## config.mk

```make
export PLATFORM = sky130hd
export DESIGN_NAME = sqrt_arbiter
export DESIGN_NICKNAME = d
export VERILOG_FILES = /design/src/rtl/sqrt_arb_pkg.sv /design/src/rtl/sqrt_arbiter_rr.sv /design/src/rtl/sqrt_arbiter.sv
export SDC_FILE = /design/constraint.sdc
export NUM_CORES = 1
export LEC_CHECK = 0
export CORE_MARGIN = 4
export CORE_UTILIZATION = 35
export CTS_BUF_LIST = sky130_fd_sc_hd__clkbuf_16
export DETAILED_ROUTE_END_ITERATION = 12
export PLACE_DENSITY = 0.83
export SYNTH_ARGS = -nofsm -noshare
export SYNTH_HDL_FRONTEND = slang
export SYNTH_HIERARCHICAL = 1
export SYNTH_SLANG_ARGS = --single-unit
```

## constraint.sdc

```tcl
create_clock -name clk -period 3.1 [get_ports clk]
set_clock_uncertainty 0.05 [all_clocks]
set_input_delay 0.62 -clock clk [delete_from_list [all_inputs] [get_ports clk]]
set_output_delay 0.62 -clock clk [all_outputs]
set_load 0.01 [all_outputs]
```

## src/rtl/sqrt_arb_pkg.sv

```systemverilog
// Shared types and width helpers for the square-root arbiter slice.
// The sqrt result width tracks the squareroot unit's out_number width.
package sqrt_arb_pkg;

  typedef enum logic [2:0] {
    ARB_IDLE,
    ARB_ISSUE,
    ARB_WAIT,
    ARB_RESPOND,
    ARB_GAP
  } arb_state_t;

  function automatic int sqrt_out_w(input int n_bits);
    return n_bits / 2 + 1;
  endfunction

  function automatic int timeout_w(input int cyc);
    return (cyc > 1) ? $clog2(cyc) : 1;
  endfunction

endpackage

```

## src/rtl/sqrt_arbiter_rr.sv

```systemverilog
// Combinational round-robin pick: first requester at or after ptr, wrapping.
// Returns both the one-hot grant and its index so the top can remember the winner.
module rr_arbiter #(
  parameter int N_REQ = 4,
  localparam int PTR_W = $clog2(N_REQ)
) (
  input  logic [N_REQ-1:0] req,
  input  logic [PTR_W-1:0] ptr,
  output logic [N_REQ-1:0] grant,
  output logic [PTR_W-1:0] grant_idx,
  output logic             any
);

  always_comb begin
    grant     = '0;
    grant_idx = '0;
    any       = 1'b0;
    for (int i = 0; i < N_REQ; i++) begin
      if (!any && req[(int'(ptr) + i) % N_REQ]) begin
        any                              = 1'b1;
        grant_idx                        = PTR_W'((int'(ptr) + i) % N_REQ);
        grant[(int'(ptr) + i) % N_REQ]   = 1'b1;
      end
    end
  end

endmodule

```

## src/rtl/sqrt_arbiter.sv

```systemverilog
// Shares one squareroot unit between N_REQ requesters with round-robin grants.
// Holds the operand for the whole op, forces a start-low gap afterwards, and aborts hung ops.
module sqrt_arbiter
  import sqrt_arb_pkg::*;
#(
  parameter int N_BITS      = 32,
  parameter int N_REQ       = 4,
  parameter int TIMEOUT_CYC = 256,
  localparam int SQ_W  = sqrt_out_w(N_BITS),
  localparam int PTR_W = $clog2(N_REQ),
  localparam int TO_W  = timeout_w(TIMEOUT_CYC)
) (
  input  logic                    clk,
  input  logic                    rst,
  input  logic [N_REQ-1:0]        req_valid,
  input  logic [N_REQ*N_BITS-1:0] req_data,
  output logic [N_REQ-1:0]        req_ready,
  output logic [N_REQ-1:0]        rsp_valid,
  output logic [SQ_W-1:0]         rsp_data,
  output logic                    rsp_err,
  output logic                    sq_start,
  output logic [N_BITS-1:0]       sq_number,
  input  logic [SQ_W-1:0]         sq_result,
  input  logic                    sq_valid,
  output logic                    busy
);

  localparam logic [TO_W-1:0] TO_LAST = TO_W'(TIMEOUT_CYC - 1);

  arb_state_t        state, state_next;
  logic [PTR_W-1:0]  ptr_q;
  logic [PTR_W-1:0]  grant_idx_q;
  logic [N_BITS-1:0] number_q;
  logic [SQ_W-1:0]   result_q;
  logic              err_q;
  logic [TO_W-1:0]   to_cnt;

  logic [N_REQ-1:0]  grant;
  logic [PTR_W-1:0]  grant_idx;
  logic              any_req;

  rr_arbiter #(.N_REQ(N_REQ)) u_rr (
    .req       (req_valid),
    .ptr       (ptr_q),
    .grant     (grant),
    .grant_idx (grant_idx),
    .any       (any_req)
  );

  always_ff @(posedge clk) begin
    if (rst) state <= ARB_IDLE;
    else     state <= state_next;
  end

  always_comb begin
    state_next = state;
    unique case (state)
      ARB_IDLE:    if (any_req) state_next = ARB_ISSUE;
      ARB_ISSUE:   state_next = ARB_WAIT;
      ARB_WAIT:    if (sq_valid || to_cnt == TO_LAST) state_next = ARB_RESPOND;
      ARB_RESPOND: state_next = ARB_GAP;
      ARB_GAP:     state_next = ARB_IDLE;
      default:     state_next = ARB_IDLE;
    endcase
  end

  // A real sq_valid beats the timeout when both land in the same WAIT cycle.
  always_ff @(posedge clk) begin
    if (rst) begin
      ptr_q       <= '0;
      grant_idx_q <= '0;
      number_q    <= '0;
      result_q    <= '0;
      err_q       <= 1'b0;
      to_cnt      <= '0;
    end else begin
      unique case (state)
        ARB_IDLE: begin
          if (any_req) begin
            number_q    <= req_data[int'(grant_idx)*N_BITS +: N_BITS];
            grant_idx_q <= grant_idx;
          end
        end
        ARB_ISSUE: to_cnt <= '0;
        ARB_WAIT: begin
          if (sq_valid) begin
            result_q <= sq_result;
            err_q    <= 1'b0;
          end else if (to_cnt == TO_LAST) begin
            result_q <= '0;
            err_q    <= 1'b1;
          end else begin
            to_cnt <= to_cnt + 1'b1;
          end
        end
        ARB_RESPOND: begin
          ptr_q <= (grant_idx_q == PTR_W'(N_REQ - 1)) ? '0 : grant_idx_q + 1'b1;
        end
        default: ;
      endcase
    end
  end

  always_comb begin
    req_ready = '0;
    rsp_valid = '0;
    rsp_data  = '0;
    rsp_err   = 1'b0;
    sq_start  = 1'b0;
    busy      = (state != ARB_IDLE);
    unique case (state)
      ARB_IDLE:    if (!rst) req_ready = grant;
      ARB_ISSUE,
      ARB_WAIT:    sq_start = 1'b1;
      ARB_RESPOND: begin
        rsp_valid = N_REQ'(1) << grant_idx_q;
        rsp_data  = result_q;
        rsp_err   = err_q;
      end
      default: ;
    endcase
  end

  assign sq_number = number_q;

endmodule

```

==> flow_summary.ini, run 1 <==
[status]
outcome = finished, final reports clean

[power]
pwr-share-clk_pct = 32.4
internal-power_mw = 2.13
leakage_nw = 2.43
p_sw_share_pct = 27.9
p_switching_uw = 823
seqPwrFrac_pct = 33.1
comb_power_share_pct = 34.5
p_per_area_nw_per_um2 = 457
vdd_drop_max_uv = 271

[global_route]
grt_pass1_wl_microns = 20200
gr-usage-all-layers_pct = 19.8
grt_max_degree = 46
grt_pass1_vias = 4056
gr-total-overflow = 0
antenna_found_initial = 0

[clock_network]
cts_root_buffer = clkbuf_16
clock-sinks = 65
clkTransAtPathRegs_ps = 60
htree_levels = 3
cts_buffers = 9
hold_buffers = 0
clock_path_buffers = 2
clk_latency_ps = 320
cts_tree = built

[timing]
finalCriticalPeriod_ps = 3080
slew_headroom_pct = 48.3
worst_pin_slew_ps = 775
setup_slack_ps = 23.3
tns_ps = 0
finalSetupViolations = 0
fin_crit_sh_pct = 99.2
hold_viol = 0
final_max_slew_viol_count = 0
holdWs_ps = 402
fmax_mhz = 325

[floorplanning]
initial_core_util_pct = 36.3
rows = 37
die-area_sq_um = 12600
dieWidth_microns = 112
fp.coreArea_sq_um = 10500
die_y_microns = 112
boundaryPins = 212

[detailed_routing]
drc = 0
via_per_inst = 5.14
ant_nets = 0
wl_met2_microns = 6760
drt_pass1_iterations = 6
route.met3.wl_microns = 994
drtIter0Drc = 263
wl_per_cell_microns = 16.9
wirelength_microns = 12600
top_layer_used = met4
vias = 3850
drt-met1-wl_microns = 4600

[layout]
nFillCells = 890
insertedDiodeCount = 0
finish.utilization_pct = 61.8
layout.cells.most_common_list = clkdlybuf4s50_1 (202), nand2_1 (77), dfxtp_1 (64), a21oi_1 (41), mux4_2 (36)
drive_above_1_share_pct = 15.5
syn2layout_area_growth_pct = 70.2
nets = 770
final_common_cell = clkdlybuf4s50_1

[yosys]
ys_types = 45
synth_nets = 549
yosysSeqAreaShare_pct = 34.3
syn_area_per_cell_sq_um = 9.82
synthFlopType = dfxtp_1
async_flop_share_pct = 0
synthCells = 387
yosysWarnings = 6
synth_seq_cells = 65
netlist_area_sq_um = 3800
synth_edf_count = 0

[placed_design]
numPortBuffers = 211
dp_hpwl_microns = 10100
place_ws_ps = -554
routabilityCongestion = 0.919

[critical_path]
required_ps = 2430
crit_fanout = 4
crit_arrival_ps = 2410
start_kind = input port
critical_path_class = in2out
endpoint_kind = primary output

[run]
max-cap-violations = 0

[worst_hold_path]
hp-class = reg2reg
==> cell families after synthesis <==
family                   share of synthesized area [%]
AO/OA/AOI/OAI                                     15.4
buffers and inverters                             4.58
adder cells (fa/ha/maj)                           3.29
AND/OR/NAND/NOR                                   19.3
multiplexers                                      23.2
flip-flops                                        34.3
==> per-layer routing <==
metal / up-vias / track usage [%]
li1: 1867 / -
met1: 1802 / 21.1
met2: 159 / 37.1
met3: 22 / 6.20
met4: 0 / 6.17
met5: - / 0
==> Yosys cell counts, types with 6 or more instances <==
| library cell | instances | area share (%) |
|---|---|---|
| a21oi_1 | 41 | 5.4 |
| a22o_1 | 17 | 3.9 |
| a22oi_1 | 8 | 1.6 |
| and2_1 | 27 | 4.4 |
| buf_2 | 12 | 1.6 |
| clkbuf_1 | 11 | 1.1 |
| dfxtp_1 | 65 | 34 |
| ha_1 | 10 | 3.3 |
| inv_1 | 8 | 0.79 |
| mux4_2 | 34 | 20 |
| nand2_1 | 77 | 7.6 |
| nand3_1 | 6 | 0.79 |
| nor2_1 | 11 | 1.1 |
| o21ai_0 | 9 | 1.2 |
==> sequential cells by signal (all words and copies together) (netlist names) <==
| name | count |
|---|---|
| err_q | 1 |
| to_cnt | 8 |
| ptr_q | 2 |
| state | 3 |
| grant_idx_q | 2 |
| result_q | 17 |
| sq_number | 32 |
==> power groups by stage <==
stage / Sequential, mW / Clock [mW] / Combinational, mW
4_1_cts: 0.977 / 0.983 / 1.03
5_1_grt: 0.988 / 1.02 / 1.10
6_report: 0.977 / 0.958 / 1.02
2_1_floorplan: 1.02 / 0 / 0.486
3_5_place_dp: 0.995 / 0 / 1.02
3_3_place_gp: 0.990 / 0 / 0.997
==> what timing repair did <==
action | CTS | global route
pin swaps | 1 | 1
hold endpoints to repair | 0 | 0
setup buffers | 5 | 1
setup endpoints to repair | 36 | 4
gates resized for setup | 22 | 8
==> critical path, stage by stage <==
cell and delay, ps:
dlygate4sd2_1 270, buf_4 150, mux4_2 490, nor4b_4 160, buf_4 140, a22oi_1 200
o21ai_1 120, and2_1 150, clkbuf_2 120
==> stage by stage <==
| stage | cell area (sq um) | power (mW) | std cells |
|---|---|---|---|
| floorplan | 3800 | 1.50 | 387 |
| global placement | 6150 | 1.99 | 727 |
| detailed placement | 6150 | 2.01 | 727 |
| CTS | 6480 | 2.99 | 748 |
| global route | 6460 | 3.11 | 749 |
| finish | 6460 | 2.95 | 749 |
==> final timing paths <==
kind / startpoint / endpoint / slack (ps) / depth (start not counted)
setup / recovery: req_valid[1] / req_ready[0] / 20 / 9
hold / removal: sq_number[17]$_SDFFE_PP0P_ / sq_number[17]$_SDFFE_PP0P_ / 400 / 2
setup reg to reg: ptr_q[0]$_SDFFE_PP0N_ / sq_number[18]$_SDFFE_PP0P_ / 180 / 13
hold reg to reg: sq_number[17]$_SDFFE_PP0P_ / sq_number[17]$_SDFFE_PP0P_ / 400 / 2
==> area by class of cell <==
class	count	area, sq um	area share, %
clock buffer	9	225	3.48
inverter	8	30.0	0.465
sequential	65	1310	20.2
clock inverter	7	55.1	0.852
timing repair buffer	238	2340	36.1
multi-input combinational	286	2340	36.2
tap	136	170	2.63
Power figures use the tool's default switching activity.
==> inputs of run 2 (changes only) <==
PLACE_DENSITY = 0.81   (was 0.83)
==> run 2 against run 1 <==
Clock power decreased by 2%. Utilization is 0.24 points lower. Sequential share of layout area increased by 0.14 points. Worst hold slack better by 2.8 ps. Cell area is 0.39% lower. Non-clock buffer count shrank 4. Combinational power about the same. Routed wire length rose by 1.1%.
==> flow_summary.ini, run 2 (synthesized netlist as in run 1, its figures left out) <==
[detailed_routing]
wirelength_microns = 12800
drc = 0
via_per_inst = 5.24
vias = 3898
wl_per_cell_microns = 17.2
ant_nets = 0
drtIter0Drc = 223
drt_pass1_iterations = 4

[placed_design]
numPortBuffers = 211
placed_cells = 727
place_ws_ps = -537
dp_hpwl_microns = 10100
place_area_sq_um = 6170
routabilityCongestion = 0.841

[global_route]
antenna_found_initial = 0
gr-total-overflow = 0
grt_max_degree = 46
gr-usage-all-layers_pct = 19.7
grt_pass1_wl_microns = 20400
grt_pass1_vias = 4130

[clock_network]
htree_levels = 3
hold_buffers = 0
cts_tree = built
cts_buffers = 9
cts_root_buffer = clkbuf_16
clock_path_buffers = 2
clk_latency_ps = 310
clock-sinks = 65
clkTransAtPathRegs_ps = 50

[floorplanning]
rows = 37
die-area_sq_um = 12600
initial_core_util_pct = 36.3
fp.coreArea_sq_um = 10500
die_y_microns = 112
dieWidth_microns = 112
boundaryPins = 212

[critical_path]
start_kind = register
crit_slowest_cell = mux4_2
worst-path-buf-inv = 3
path_cells = buf_12, mux4_2, nor4b_4, buf_4, a22oi_1, o21ai_1, and2_1, buf_2
cpLargestDelayFamily = multiplexers
required_ps = 2430
endpoint_kind = primary output
crit_arrival_ps = 2340
rrSetupSlack_ps = 270
slowest_delay_ps = 540
crit_fanout = 12
critical_path_class = reg2out

[power]
leakage_nw = 2.41
vdd_drop_max_uv = 267
p_per_area_nw_per_um2 = 456

[timing]
worst_pin_slew_ps = 775
holdWs_ps = 405
fmax_mhz = 333
finalCriticalPeriod_ps = 3010
setup_slack_ps = 93.1
rsz0062_at_grt = no
hold_viol = 0
slew_headroom_pct = 48.3
finalSetupViolations = 0
final_max_slew_viol_count = 0
fin_crit_sh_pct = 97.0

[layout]
insertedDiodeCount = 0
drive_above_1_share_pct = 15.8
nets = 766
layout.cells.most_common_list = clkdlybuf4s50_1 (202), nand2_1 (77), dfxtp_1 (63), a21oi_1 (41), mux4_2 (35)
finish.utilization_pct = 61.5
syn2layout_area_growth_pct = 69.5
design_area_sq_um = 6440
final_common_cell = clkdlybuf4s50_1
largest_register_ffs = 32
instances_no_fill = 744

[run]
max-cap-violations = 0

[status]
outcome = finished, final reports clean

[worst_hold_path]
hp-class = reg2reg
[run 2: cell types whose count changed in the layout (fill, tap and decap cells not counted), moves of 2 or more]
cell and change:
inv_1 -4, buf_4 -4, buf_2 +3, inv_2 +2
[run 2: tightest hold or removal path, cell delays in order, from the launching register on]
cell and delay [ps]:
dfxtp_1 310, nand2_1 50, a21oi_1 50
[run 2: per-layer routing]
metal  vias up  global-route usage (%)  part of all wire, %
li1       1857                       -                    -
met1      1831                    20.8                   37
met2       186                    37.3                   53
met3        24                    5.82                  7.6
met4         0                    6.41                  2.4
met5         -                       0                    0
[run 2: cell type report]
class	instances	area, sq um
clock inverters	6	51.3
flip-flops and latches	65	1310
clock buffers	9	225
fillers	876	4020
well taps	136	170
repair buffers	234	2300
inverters	8	30.0
multi-input cells	286	2350
[run 2: per-stage QoR]
stage / total power, mW / TNS, ps
detailed placement: 2.02 / -12490
global placement: 2.00 / -9980
finish: 2.94 / 0
global route: 3.09 / 0
CTS: 2.98 / 0
floorplan: 1.50 / 0
[run 2: path summary, 6_finish.rpt]
kind                                  start                    endpoint  depth (start not counted)
hold reg to reg   sq_number[6]$_SDFFE_PP0P_   sq_number[6]$_SDFFE_PP0P_                          2
setup / recovery      ptr_q[0]$_SDFFE_PP0N_                req_ready[3]                          8
hold / removal    sq_number[6]$_SDFFE_PP0P_   sq_number[6]$_SDFFE_PP0P_                          2
setup reg to reg      ptr_q[0]$_SDFFE_PP0N_  sq_number[19]$_SDFFE_PP0P_                          9
[run 2: power by group]
part           switching (mW)  internal [mW]  total [mW]
Sequential             0.0552          0.923       0.978
Combinational           0.419          0.596        1.02
Clock                   0.337          0.606       0.943
[run 2: timing repair]
item	in CTS	in global routing
pin swaps	1	1
resized for setup	22	15
endpoints found under the setup margin	21	4
setup buffers	2	0
cloned	0	0
==> inputs of run 3 (changes only) <==
HOLD_SLACK_MARGIN = 0.1   (was default)
==> results of run 3 <==
No change in the layout: final DEF, timing and power equal those of run 2.
